`config.mk`:
```
export PLATFORM = sky130hd
export DESIGN_NAME = seq_alu
export DESIGN_NICKNAME = d
export VERILOG_FILES = /design/src/rtl/seq_alu.sv
export SDC_FILE = /design/constraint.sdc
export NUM_CORES = 1
export LEC_CHECK = 0
export BUFFER_PORTS_ARGS = -buffer_cell sky130_fd_sc_hd__buf_2
export CAP_MARGIN = 0
export CELL_PAD_IN_SITES_DETAIL_PLACEMENT = 1
export CELL_PAD_IN_SITES_GLOBAL_PLACEMENT = 1
export CORE_UTILIZATION = 35
export CTS_CLUSTER_SIZE = 10
export DETAILED_ROUTE_END_ITERATION = 10
export PLACE_DENSITY = 0.72
export SETUP_SLACK_MARGIN = 0.2
export SLEW_MARGIN = 5
export SYNTH_ARGS = -nofsm -noshare
export SYNTH_HDL_FRONTEND = slang
export SYNTH_SLANG_ARGS = --single-unit
```
`constraint.sdc`:
```
create_clock -name clk -period 3.5 [get_ports clk]
set_input_delay 0.7 -clock clk [delete_from_list [all_inputs] [get_ports clk]]
set_output_delay 0.7 -clock clk [all_outputs]
set_load 0.05 [all_outputs]
```
`src/rtl/seq_alu.sv`:
```
// Sequential ALU: single-cycle ADD/SUB/logic/ADC operations plus a WIDTH-cycle
// unsigned shift-add multiplier, with registered result and flags.
module seq_alu #(
    parameter int unsigned WIDTH = 8
) (
    input  logic             clk,
    input  logic             rst_n,
    input  logic             start,
    input  logic [2:0]       op,
    input  logic [WIDTH-1:0] a,
    input  logic [WIDTH-1:0] b,
    output logic             busy,
    output logic             done,
    output logic [WIDTH-1:0] res,
    output logic [WIDTH-1:0] res_hi,
    output logic             carry,
    output logic             zero,
    output logic             neg,
    output logic             ovf
);

    localparam int unsigned CW  = $clog2(WIDTH + 1);
    localparam int unsigned MSB = WIDTH - 1;

    localparam logic [2:0] OP_ADD = 3'd0;
    localparam logic [2:0] OP_SUB = 3'd1;
    localparam logic [2:0] OP_AND = 3'd2;
    localparam logic [2:0] OP_OR  = 3'd3;
    localparam logic [2:0] OP_XOR = 3'd4;
    localparam logic [2:0] OP_ADC = 3'd5;
    localparam logic [2:0] OP_MUL = 3'd6;

    typedef enum logic {
        S_IDLE = 1'b0,
        S_MUL  = 1'b1
    } state_e;

    state_e           state_q, state_d;
    logic             busy_q, busy_d;
    logic             done_q, done_d;
    logic [WIDTH-1:0] res_q, res_d;
    logic [WIDTH-1:0] res_hi_q, res_hi_d;
    logic             carry_q, carry_d;
    logic             zero_q, zero_d;
    logic             neg_q, neg_d;
    logic             ovf_q, ovf_d;
    logic [CW-1:0]    cnt_q, cnt_d;
    logic [WIDTH-1:0] mcand_q, mcand_d;
    logic [WIDTH-1:0] mplier_q, mplier_d;
    logic [WIDTH-1:0] acc_q, acc_d;

    logic [WIDTH:0]   alu_sum;
    logic             alu_ovf;
    logic [WIDTH:0]   mul_sum;
    logic [WIDTH-1:0] mul_hi;
    logic [WIDTH-1:0] mul_lo;

    // Single-cycle datapath; bit WIDTH of alu_sum is the carry-out.
    always_comb begin
        alu_sum = '0;
        alu_ovf = 1'b0;
        case (op)
            OP_ADD: begin
                alu_sum = {1'b0, a} + {1'b0, b};
                alu_ovf = (a[MSB] == b[MSB]) && (alu_sum[MSB] != a[MSB]);
            end
            OP_SUB: begin
                alu_sum = {1'b0, a} + {1'b0, ~b} + (WIDTH + 1)'(1);
                alu_ovf = (a[MSB] != b[MSB]) && (alu_sum[MSB] != a[MSB]);
            end
            OP_AND: alu_sum = {1'b0, a & b};
            OP_OR:  alu_sum = {1'b0, a | b};
            OP_XOR: alu_sum = {1'b0, a ^ b};
            OP_ADC: begin
                alu_sum = {1'b0, a} + {1'b0, b} + (WIDTH + 1)'(carry_q);
                alu_ovf = (a[MSB] == b[MSB]) && (alu_sum[MSB] != a[MSB]);
            end
            default: begin
                alu_sum = '0;
                alu_ovf = 1'b0;
            end
        endcase
    end

    // One shift-add step: conditionally add multiplicand, shift {acc,mplier} right.
    always_comb begin
        mul_sum = {1'b0, acc_q} + (mplier_q[0] ? {1'b0, mcand_q} : {(WIDTH + 1){1'b0}});
        mul_hi  = mul_sum[WIDTH:1];
        mul_lo  = {mul_sum[0], mplier_q[WIDTH-1:1]};
    end

    always_comb begin
        state_d  = state_q;
        busy_d   = busy_q;
        done_d   = 1'b0;
        res_d    = res_q;
        res_hi_d = res_hi_q;
        carry_d  = carry_q;
        zero_d   = zero_q;
        neg_d    = neg_q;
        ovf_d    = ovf_q;
        cnt_d    = cnt_q;
        mcand_d  = mcand_q;
        mplier_d = mplier_q;
        acc_d    = acc_q;

        case (state_q)
            S_IDLE: begin
                if (start) begin
                    if (op == OP_MUL) begin
                        state_d  = S_MUL;
                        busy_d   = 1'b1;
                        mcand_d  = a;
                        mplier_d = b;
                        acc_d    = '0;
                        cnt_d    = '0;
                    end else begin
                        done_d   = 1'b1;
                        res_d    = alu_sum[WIDTH-1:0];
                        res_hi_d = '0;
                        carry_d  = alu_sum[WIDTH];
                        ovf_d    = alu_ovf;
                        zero_d   = (alu_sum[WIDTH-1:0] == '0);
                        neg_d    = alu_sum[MSB];
                    end
                end
            end
            S_MUL: begin
                acc_d    = mul_hi;
                mplier_d = mul_lo;
                cnt_d    = cnt_q + CW'(1);
                // Final iteration edge also commits the product.
                if (cnt_q == CW'(WIDTH - 1)) begin
                    state_d  = S_IDLE;
                    busy_d   = 1'b0;
                    done_d   = 1'b1;
                    cnt_d    = '0;
                    res_d    = mul_lo;
                    res_hi_d = mul_hi;
                    zero_d   = ({mul_hi, mul_lo} == '0);
                    neg_d    = mul_hi[MSB];
                    carry_d  = (mul_hi != '0);
                    ovf_d    = 1'b0;
                end
            end
            default: begin
                state_d = S_IDLE;
                busy_d  = 1'b0;
            end
        endcase
    end

    always_ff @(posedge clk or negedge rst_n) begin
        if (!rst_n) begin
            state_q  <= S_IDLE;
            busy_q   <= 1'b0;
            done_q   <= 1'b0;
            res_q    <= '0;
            res_hi_q <= '0;
            carry_q  <= 1'b0;
            zero_q   <= 1'b1;
            neg_q    <= 1'b0;
            ovf_q    <= 1'b0;
            cnt_q    <= '0;
            mcand_q  <= '0;
            mplier_q <= '0;
            acc_q    <= '0;
        end else begin
            state_q  <= state_d;
            busy_q   <= busy_d;
            done_q   <= done_d;
            res_q    <= res_d;
            res_hi_q <= res_hi_d;
            carry_q  <= carry_d;
            zero_q   <= zero_d;
            neg_q    <= neg_d;
            ovf_q    <= ovf_d;
            cnt_q    <= cnt_d;
            mcand_q  <= mcand_d;
            mplier_q <= mplier_d;
            acc_q    <= acc_d;
        end
    end

    assign busy   = busy_q;
    assign done   = done_q;
    assign res    = res_q;
    assign res_hi = res_hi_q;
    assign carry  = carry_q;
    assign zero   = zero_q;
    assign neg    = neg_q;
    assign ovf    = ovf_q;

endmodule

```
==> results.cfg, run 1 <==
[logic_synthesis]
synth_xor_area_share_pct = 3.76
synth-seq-area-share_pct = 30.4
synth_mux_area_share_pct = 3.64
synth.net_count = 555
synthAdderAreaFrac_pct = 11.9
synth-async-reset-ratio_pct = 100
netlist_area_mm2 = 0.00420
avgSynthCellArea_um2 = 8.48
ys_warn_count = 0
ys_types = 71
synth_compound_area_share_pct = 24.5
synthFlopType = dfrtp_1
synth_top_family_by_area = compound AO/OA/AOI/OAI gates
synth_edf_count = 0
syn_inst = 495
yosys_register_bits = 51
synthSimpleGateAreaFrac_pct = 18.7

[sta]
setup-violations-final = 0
grt_setup_unrepaired = no
finalCritPeriodShare_pct = 87.8
slew_headroom_pct = 29.8
fin_worst_skew_ns = 0.00450
min_period_ns = 3.07
tightest_slew_ns = 1.05
slew_violations = 0
fin_setup_tns_ns = 0
maxClockFrequency_mhz = 325
hold_viol = 0

[cts]
cts_buffer_depth = 2
clk_latency_ns = 0.29
cts_made_buffers = 5
cts-htree-levels = 2
cts_root_buffer = clkbuf_16
cts.sinks = 51
path_clk_slew_ns = 0.07
cts_tree = done

[die]
initial_core_util_pct = 36.3
io_pins = 44
die_w_um = 112
rows = 39
die_h_um = 112
core-area_mm2 = 0.0116
die-area_mm2 = 0.0124

[pwr]
peakVddDrop_uv = 351
p_leak_nw = 2.22
p_per_area_mw_per_mm2 = 740

[worst_setup_path]
cp_top_family = simple AND/OR/NAND/NOR gates
cp_num_buf_inv = 1
required_ns = 3.67
startpoint_type = flip-flop
crit_path_max_fanout = 7
critPathSlowestCell = or4_1
cp-end-kind = flip-flop
path_cells = buf_4 -> and2_1 -> fa_1 -> a21o_1 -> a21oi_2 -> xnor2_1 -> or4_1 -> nor2_1 -> nand4b_1 -> a22oi_2 -> o31ai_1
critPathKind = reg -> reg
crit_arrival_ns = 3.24
slowest_delay_ns = 0.50

[global_routing]
grt.overflow.total = 0
antenna_found_initial = 0
grt_max_degree = 43
grt_pass1_vias = 4067
grtUsageTotal_pct = 21.8
grt_first_pass_wirelength_mm = 21.5

[finish]
final_area_mm2 = 0.00469
layout-drive-gt1-share_pct = 18.0
layout_commonest_cell = dfrtp_1
nNetsFinal = 591
layout_common_cells = dfrtp_1 (49), nor2_1 (48), nand2_1 (43), buf_2 (43)
fillers = 1379
final_util_pct = 40.5
syn_to_final_growth_pct = 11.7
antenna_cells = 0

[place]
placed_area_mm2 = 0.00449
port_buffers = 43
dp_hpwl_mm = 10.0
routabilityCongestion = 0.921

[route]
viasPerCell = 5.75
vias = 3884
wl_per_cell_um = 19.4
first_pass_iters = 9
ant_nets = 0
drtIter0Drc = 156
wirelength_mm = 13.1
drc = 3

[run_status]
run_status = finished, violations left
violations = DRC

[hold_path]
hp-class = in -> async

[flow_run]
maxCapViolCount = 0
path summary, 6_finish.rpt:
kind	start	endpoint	slack, ns	cells after the start
setup / recovery	mplier_q[0]$_DFFE_PN0P_	carry$_DFFE_PN0P_	0.43	11
hold / removal	rst_n	res_hi[6]$_DFFE_PN0P_	0.42	1
setup reg to reg	mplier_q[0]$_DFFE_PN0P_	carry$_DFFE_PN0P_	0.43	11
hold reg to reg	busy$_DFFE_PN0P_	busy$_DFFE_PN0P_	0.48	1
max in group asynchronous	rst_n	zero$_DFFE_PN1P_	2.25	2
min in group clk	busy$_DFFE_PN0P_	busy$_DFFE_PN0P_	0.48	1
metrics by stage:
| step | hold WS (ns) | worst slack, ns | cells | power [mW] |
|---|---|---|---|---|
| after detailed placement | 0.465 | -0.0256 | 666 | 2.85 |
| final | 0.421 | 0.427 | 675 | 3.47 |
| after global placement | 0.458 | 0.0738 | 666 | 2.77 |
| after floorplan | 0.404 | 0.494 | 495 | 2.37 |
| after CTS | 0.439 | 0.272 | 674 | 3.46 |
| after global routing | 0.476 | 0.284 | 675 | 3.70 |
worst register-to-register path: stages (launching register included):
cell	delay, ns
dfrtp_2	0.42
buf_4	0.17
and2_1	0.17
fa_1	0.45
a21o_1	0.20
a21oi_2	0.21
xnor2_1	0.14
or4_1	0.50
nor2_1	0.16
nand4b_1	0.20
a22oi_2	0.23
o31ai_1	0.09
cells in the mapped netlist, types with 6 or more instances:
cell type	number	area (um^2)
ha_1	35	438
nand2_1	43	161
nor2_1	48	180
clkbuf_8	6	82.6
a22oi_1	11	82.6
nor3_1	8	40.0
xnor2_1	13	114
o21ai_0	38	190
a211oi_1	8	60.1
mux2_2	10	113
dfrtp_1	50	1250
a22o_1	9	78.8
nor2b_1	6	37.5
and2_1	11	68.8
nand3_1	11	55.1
inv_1	31	116
o21bai_1	6	45.0
a21oi_1	38	190
clkbuf_1	14	52.6
per-layer routing:
metal	part of all wire, %	wire, um	up-vias	GRT usage, %
met3	3.5	457	16	3.05
li1	-	-	1837	-
met2	47	6190	87	37.1
met5	0	0	-	0
met1	47	6180	1944	29.1
met4	2.0	266	0	5.95
where the power goes:
group	switching, mW	internal [mW]
clock network	0.225	0.356
registers	0.200	0.843
logic	1.23	0.616
final cells by class:
cell class                      count  area, um^2  share of cell area (%)
Timing Repair Buffer               55         305                    6.51
Inverter                           32         120                    2.56
Clock inverter                      2        35.0                   0.747
Tap cell                          143         179                    3.82
Clock buffer                        6         139                    2.96
Multi-Input combinational cell    386        2630                    56.1
Sequential cell                    51        1280                    27.3
cells by family after synthesis:
group,Yosys count
and+or+nand+nor,159
AOI/OAI and AO/OA,157
buffers and inverters,58
xor gates and xnor gates,18
muxes,14
adders and majority gates,38
DFF,51
sequential cells by signal (all words and copies together), names as in the netlist:
register,count
acc_q,8
busy,1
carry,1
cnt_q,4
done,1
mcand_q,8
mplier_q,8
neg,1
ovf,1
res,8
res_hi,8
state_q,1
zero,1
repair_timing:
action / in CTS / in global routing
hold buffers: 0 / 0
endpoints found under the hold margin: 0 / 0
endpoints found under the setup margin: 0 / 2
setup buffers: 0 / 1
resized for setup: 0 / 4
No activity file was read; power rests on OpenSTA's default activity.
==> run 2, diff against run 1 <==
--- a/config.mk
+++ b/config.mk
@@ -5,6 +5,7 @@
 export SDC_FILE = /design/constraint.sdc
 export NUM_CORES = 1
 export LEC_CHECK = 0
+export ABC_AREA = 1
 export BUFFER_PORTS_ARGS = -buffer_cell sky130_fd_sc_hd__buf_2
 export CAP_MARGIN = 0
 export CELL_PAD_IN_SITES_DETAIL_PLACEMENT = 1
@@ -12,8 +13,9 @@
 export CORE_UTILIZATION = 35
 export CTS_CLUSTER_SIZE = 10
 export DETAILED_ROUTE_END_ITERATION = 10
-export PLACE_DENSITY = 0.72
+export PLACE_DENSITY = 0.75
 export SETUP_SLACK_MARGIN = 0.2
+export SKIP_LAST_GASP = 1
 export SLEW_MARGIN = 5
 export SYNTH_ARGS = -nofsm -noshare
 export SYNTH_HDL_FRONTEND = slang
==> results.cfg, run 2 <==
[finish]
layout_commonest_cell = nand2_1
layoutNonFillerInstCount = 776
syn_to_final_growth_pct = 11.2
nNetsFinal = 692
layout-drive-gt1-share_pct = 13.0
antenna_cells = 0
layout_common_cells = nand2_1 (182), inv_1 (77), nand3_1 (59)

[global_routing]
grt_first_pass_wirelength_mm = 21.0
grtUsageTotal_pct = 22.5
grt.overflow.total = 0
grt_pass1_vias = 4178
grt_max_degree = 28
antenna_found_initial = 0

[pwr]
internal_power_mw = 1.58
p_sw_share_pct = 49.7
power_frac_seq_pct = 32.6
p_sw_mw = 1.56
combPwrFrac_pct = 52.2
clkPwrFrac_pct = 15.2
p_leak_nw = 2.53
p_per_area_mw_per_mm2 = 688
peakVddDrop_uv = 472
p_total_mw = 3.14

[route]
drtIter0Drc = 189
drc = 0
vias = 4050
wl_per_cell_um = 16.5
ant_nets = 0
wirelength_mm = 12.8
viasPerCell = 5.22
first_pass_iters = 4

[logic_synthesis]
synth-seq-area-share_pct = 31.1
ys_warn_count = 0
avgSynthCellArea_um2 = 6.91
synth-async-reset-ratio_pct = 100
ys_types = 42
syn_inst = 594
yosys.area.top_type = dfrtp_1
synth_edf_count = 0
yosysTopAreaCellShare_pct = 30.5
netlist_area_mm2 = 0.00410
synth.net_count = 654
yosys-top-cells-count = nand2_1 (182), inv_1 (77), nand3_1 (59)
netlist_top_cells_area = dfrtp_1 (30%), nand2_1 (17%), ha_1 (11%), nand3_1 (7.2%), inv_1 (7.0%)
synthFlopType = dfrtp_1
synth_most_common_cell = nand2_1
yosys_register_bits = 51

[hold_path]
hp-class = in -> async

[flow_run]
maxCapViolCount = 0

[place]
routabilityCongestion = 0.876
port_buffers = 43
dp_slack_ns = 0.422
dpl.cell_count = 768
dp_hpwl_mm = 10.5

[cts]
ctsResizeCount = 0
cts_buffer_depth = 2
path_clk_slew_ns = 0.07
cts_made_buffers = 5
cts-htree-levels = 2
cts.hold.buffers_added = 0
clk_latency_ns = 0.29
postCtsSetupBuffers = 0
cts.sinks = 51
cts_root_buffer = clkbuf_16
cts_tree = done

[sta]
slew_headroom_pct = 57.7
layout_setup_ws_ns = 0.698
tightest_slew_ns = 0.634
slew_violations = 0
fin_worst_skew_ns = 0.00735
maxClockFrequency_mhz = 357
finalCritPeriodShare_pct = 80.1
setup-violations-final = 0
grt_setup_unrepaired = no
fin_setup_tns_ns = 0
min_period_ns = 2.80
hold_viol = 0

[die]
die_h_um = 110
core-area_mm2 = 0.0114
io_pins = 44
initial_core_util_pct = 35.9
die_w_um = 110
rows = 39
die-area_mm2 = 0.0122

[worst_setup_path]
cp-end-kind = flip-flop
crit_arrival_ns = 3.04
required_ns = 3.74
crit_top_cell = nand2_1
slowest_delay_ns = 0.56
path_cells = buf_2 -> ha_1 -> fa_1 -> ha_1 -> inv_1 -> nor2_1 -> nor3_1 -> nor2_1 -> nand2_1 -> nor2_1 -> nand2_1 -> nor2_1 -> nand2_1 -> o21bai_1 -> nand2_1 -> nand2_1
startpoint_type = primary input
critPathSlowestCell = fa_1
crit_path_max_fanout = 4
critPathKind = in -> reg

[run_status]
run_status = finished, final reports clean
[run 2: cell count changes after synthesis, moves of 11 or more]
cell / before / now
nand4_1: 1 / 14
and2_1: 11 / 0
nand2_1: 43 / 182
nand3_1: 11 / 59
a21oi_1: 38 / 16
o21ai_0: 38 / 14
inv_1: 31 / 77
a22oi_1: 11 / 0
[run 2: final timing paths]
path	from	to	slack (ns)	depth (start not counted)
worst min register to register	res_hi[1]$_DFFE_PN0P_	res_hi[1]$_DFFE_PN0P_	0.47	2
worst max register to register	mplier_q[0]$_DFFE_PN0P_	zero$_DFFE_PN1P_	0.80	14
worst min-delay path	rst_n	res_hi[6]$_DFFE_PN0P_	0.41	1
worst max-delay path	a[0]	zero$_DFFE_PN1P_	0.70	16
max in group asynchronous	rst_n	zero$_DFFE_PN1P_	2.27	2
min in group clk	res_hi[1]$_DFFE_PN0P_	res_hi[1]$_DFFE_PN0P_	0.47	2
[run 2: final cells by class]
class                      count  area [um^2]
timing repair buffer          45          230
inverter                      85          322
clock inverter                 1         5.00
tap                          143          179
fill                        1487         6860
sequential                    51         1280
multi-input combinational    444         2420
clock buffer                   7          133
[run 2: kinds of logic (layout without fill, tap and decap cells)]
kind of cell               count (synthesis)  count (layout)  synth area share (%)
xor gates and xnor gates                   8               8                  1.71
AOI/OAI and AO/OA                         63              63                  9.30
adders and majority gates                 38              38                  12.1
and+or+nand+nor                          335             335                  35.7
DFF                                       51              51                  31.1
buffers and inverters                     99             138                  9.97
[run 2: metal layers]
| layer | wire length (um) | track usage (%) | share of wire, % | up-vias |
|---|---|---|---|---|
| li1 | - | - | - | 1987 |
| met4 | 231 | 6.39 | 1.8 | 0 |
| met3 | 289 | 1.82 | 2.3 | 17 |
| met1 | 5990 | 29.0 | 47 | 1980 |
| met2 | 6290 | 40.0 | 49 | 66 |
| met5 | 0 | 0 | 0 | - |
[run 2: through the flow]
step	util, %	hold slack, ns	cell area [um^2]
floorplan	-	0.404	4100
global placement	38.7	0.454	4420
detailed placement	38.7	0.459	4420
CTS	40.0	0.448	4560
global route	40.0	0.469	4560
finish	40.0	0.415	4560
[run 2: critical path: cells and delay by family]
family / cells / cell delay (ns)
AO/OA/AOI/OAI: 1 / 0.13
adder cells (fa/ha/maj): 3 / 1.03
buffers and inverters: 2 / 0.17
AND/OR/NAND/NOR: 10 / 1.00
[run 2: power groups by stage]
stage               logic (mW)  registers, mW  clock network (mW)
global placement          1.59           1.02                   0
global route              1.82           1.06               0.507
finish                    1.64           1.02               0.477
detailed placement        1.64           1.03                   0
floorplan                0.901           1.32                   0
CTS                       1.65           1.02               0.485
==> run 3, diff against run 2 <==
--- a/config.mk
+++ b/config.mk
@@ -13,7 +13,7 @@
 export CORE_UTILIZATION = 35
 export CTS_CLUSTER_SIZE = 10
 export DETAILED_ROUTE_END_ITERATION = 10
-export PLACE_DENSITY = 0.75
+export PLACE_DENSITY = 0.78
 export SETUP_SLACK_MARGIN = 0.2
 export SKIP_LAST_GASP = 1
 export SLEW_MARGIN = 5
==> constraint.sdc (replaced) <==
create_clock -name clk -period 2.5 [get_ports clk]
set_input_delay 0.5 -clock clk [delete_from_list [all_inputs] [get_ports clk]]
set_output_delay 0.5 -clock clk [all_outputs]
set_load 0.05 [all_outputs]
==> results.cfg, run 3 (synthesis results as in run 2) <==
[run_status]
run_status = finished, final reports clean

[sta]
maxClockFrequency_mhz = 406
layout_setup_ws_ns = 0.0377
finalCritPeriodShare_pct = 98.5
setup-violations-final = 0
hold_viol = 0
tightest_slew_ns = 0.621
min_period_ns = 2.46
slew_violations = 0
slew_headroom_pct = 58.6
fin_worst_skew_ns = 0.00669
grt_setup_unrepaired = yes
fin_setup_tns_ns = 0

[worst_setup_path]
slowest_delay_ns = 0.58
crit_path_max_fanout = 2
worst_r2r_path_depth = 14
startpoint_type = primary input
regToRegSetupSlack_ns = 0.17
cp-end-kind = flip-flop
crit_arrival_ns = 2.70
crit_top_cell = nand2_1
required_ns = 2.74
critPathKind = in -> reg
critPathSlowestCell = fa_2
path_cells = buf_8 -> ha_4 -> fa_2 -> ha_4 -> nand4_1 -> nand2_1 -> nor2_1 -> nand2_1 -> nor2_1 -> nand2_1 -> nor2_1 -> nand2_1 -> nor2_1 -> nand2_1 -> o21bai_1 -> nand2_1 -> nand2_1

[place]
dp_hpwl_mm = 11.4
placed_area_mm2 = 0.00482
routabilityCongestion = 0.915
dp_slack_ns = -0.326
port_buffers = 43

[route]
drtIter0Drc = 186
wirelength_mm = 14.3
vias = 4321
drc = 0
wl_per_cell_um = 17.2
first_pass_iters = 4
ant_nets = 0
viasPerCell = 5.20

[global_routing]
grt.overflow.total = 0
grt_max_degree = 28
grtUsageTotal_pct = 24.6
antenna_found_initial = 0
grt_pass1_vias = 4513
grt_first_pass_wirelength_mm = 22.7

[cts]
cts_tree = done
cts.hold.buffers_added = 0
clk_latency_ns = 0.30
cts_buffer_depth = 2
cts.sinks = 51
cts_made_buffers = 5
cts-htree-levels = 2
cts_root_buffer = clkbuf_16
path_clk_slew_ns = 0.07

[finish]
final_util_pct = 46.3
antenna_cells = 0
final_area_mm2 = 0.00529
layout_common_cells = nand2_1 (172), inv_1 (73), buf_4 (55)
layout_commonest_cell = nand2_1
syn_to_final_growth_pct = 28.8
layout-drive-gt1-share_pct = 27.3
nNetsFinal = 747

[pwr]
peakVddDrop_uv = 709
p_per_area_mw_per_mm2 = 910
p_leak_nw = 2.83
p_total_mw = 4.81

[die]
die_h_um = 110
rows = 39
core-area_mm2 = 0.0114
io_pins = 44
die_w_um = 110
die-area_mm2 = 0.0122
initial_core_util_pct = 35.9

[flow_run]
maxCapViolCount = 0

[hold_path]
hp-class = in -> async
run 3: changes by cell type in the layout (fill, tap and decap cells not counted), sizes merged:
cell      change
clkbuf        -2
clkinv        -1
clkinvlp      +1
buf          +55
bufinv        +1
inv           +1
run 3: area by class of cell:
| cell class | count | area (um^2) |
|---|---|---|
| tap | 143 | 179 |
| timing repair buffer | 100 | 667 |
| inverter | 85 | 322 |
| clock buffer | 5 | 125 |
| fill | 1481 | 6130 |
| sequential | 51 | 1280 |
| clock inverter | 3 | 46.3 |
| multi-input combinational | 444 | 2670 |
run 3: timing repair:
action	4_1_cts	5_1_grt
pin swaps	5	17
gates resized for setup	15	48
endpoints found under the hold margin	0	0
endpoints found under the setup margin	5	9
cloned	0	0
buffers inserted	1	3
run 3: power breakdown:
part,switching (mW),internal [mW],total [mW]
registers,0.224,1.17,1.39
clock network,0.328,0.476,0.805
logic,1.77,0.842,2.62
run 3: per-layer routing:
layer | up-vias | global-route usage (%) | part of all wire (%)
met5 | - | 0 | 0
met4 | 0 | 8.93 | 2.7
met3 | 26 | 2.00 | 2.9
met2 | 81 | 44.3 | 50
met1 | 2112 | 30.4 | 45
li1 | 2102 | - | -
run 3: metrics by stage:
stage	hold WS, ns	instances
floorplan	0.204	594
global placement	0.452	819
detailed placement	0.454	819
CTS	0.207	828
global route	0.236	831
finish	0.187	831
run 3: final timing paths:
kind | start | endpoint
worst max-delay path | a[0] | zero$_DFFE_PN1P_
worst min-delay path | rst_n | cnt_q[1]$_DFFE_PN0P_
worst max register to register | mcand_q[0]$_DFFE_PN0P_ | zero$_DFFE_PN1P_
worst min register to register | res_hi[1]$_DFFE_PN0P_ | res_hi[1]$_DFFE_PN0P_
max in group asynchronous | rst_n | mplier_q[5]$_DFFE_PN0P_
min in group clk | res_hi[1]$_DFFE_PN0P_ | res_hi[1]$_DFFE_PN0P_
run 3: critical path, delay by kind of cell:
kind,cells,cell delay [ns]
buffers and inverters,1,0.10
adder cells (fa/ha/maj),3,0.95
AO/OA/AOI/OAI,1,0.12
AND/OR/NAND/NOR,12,1.04
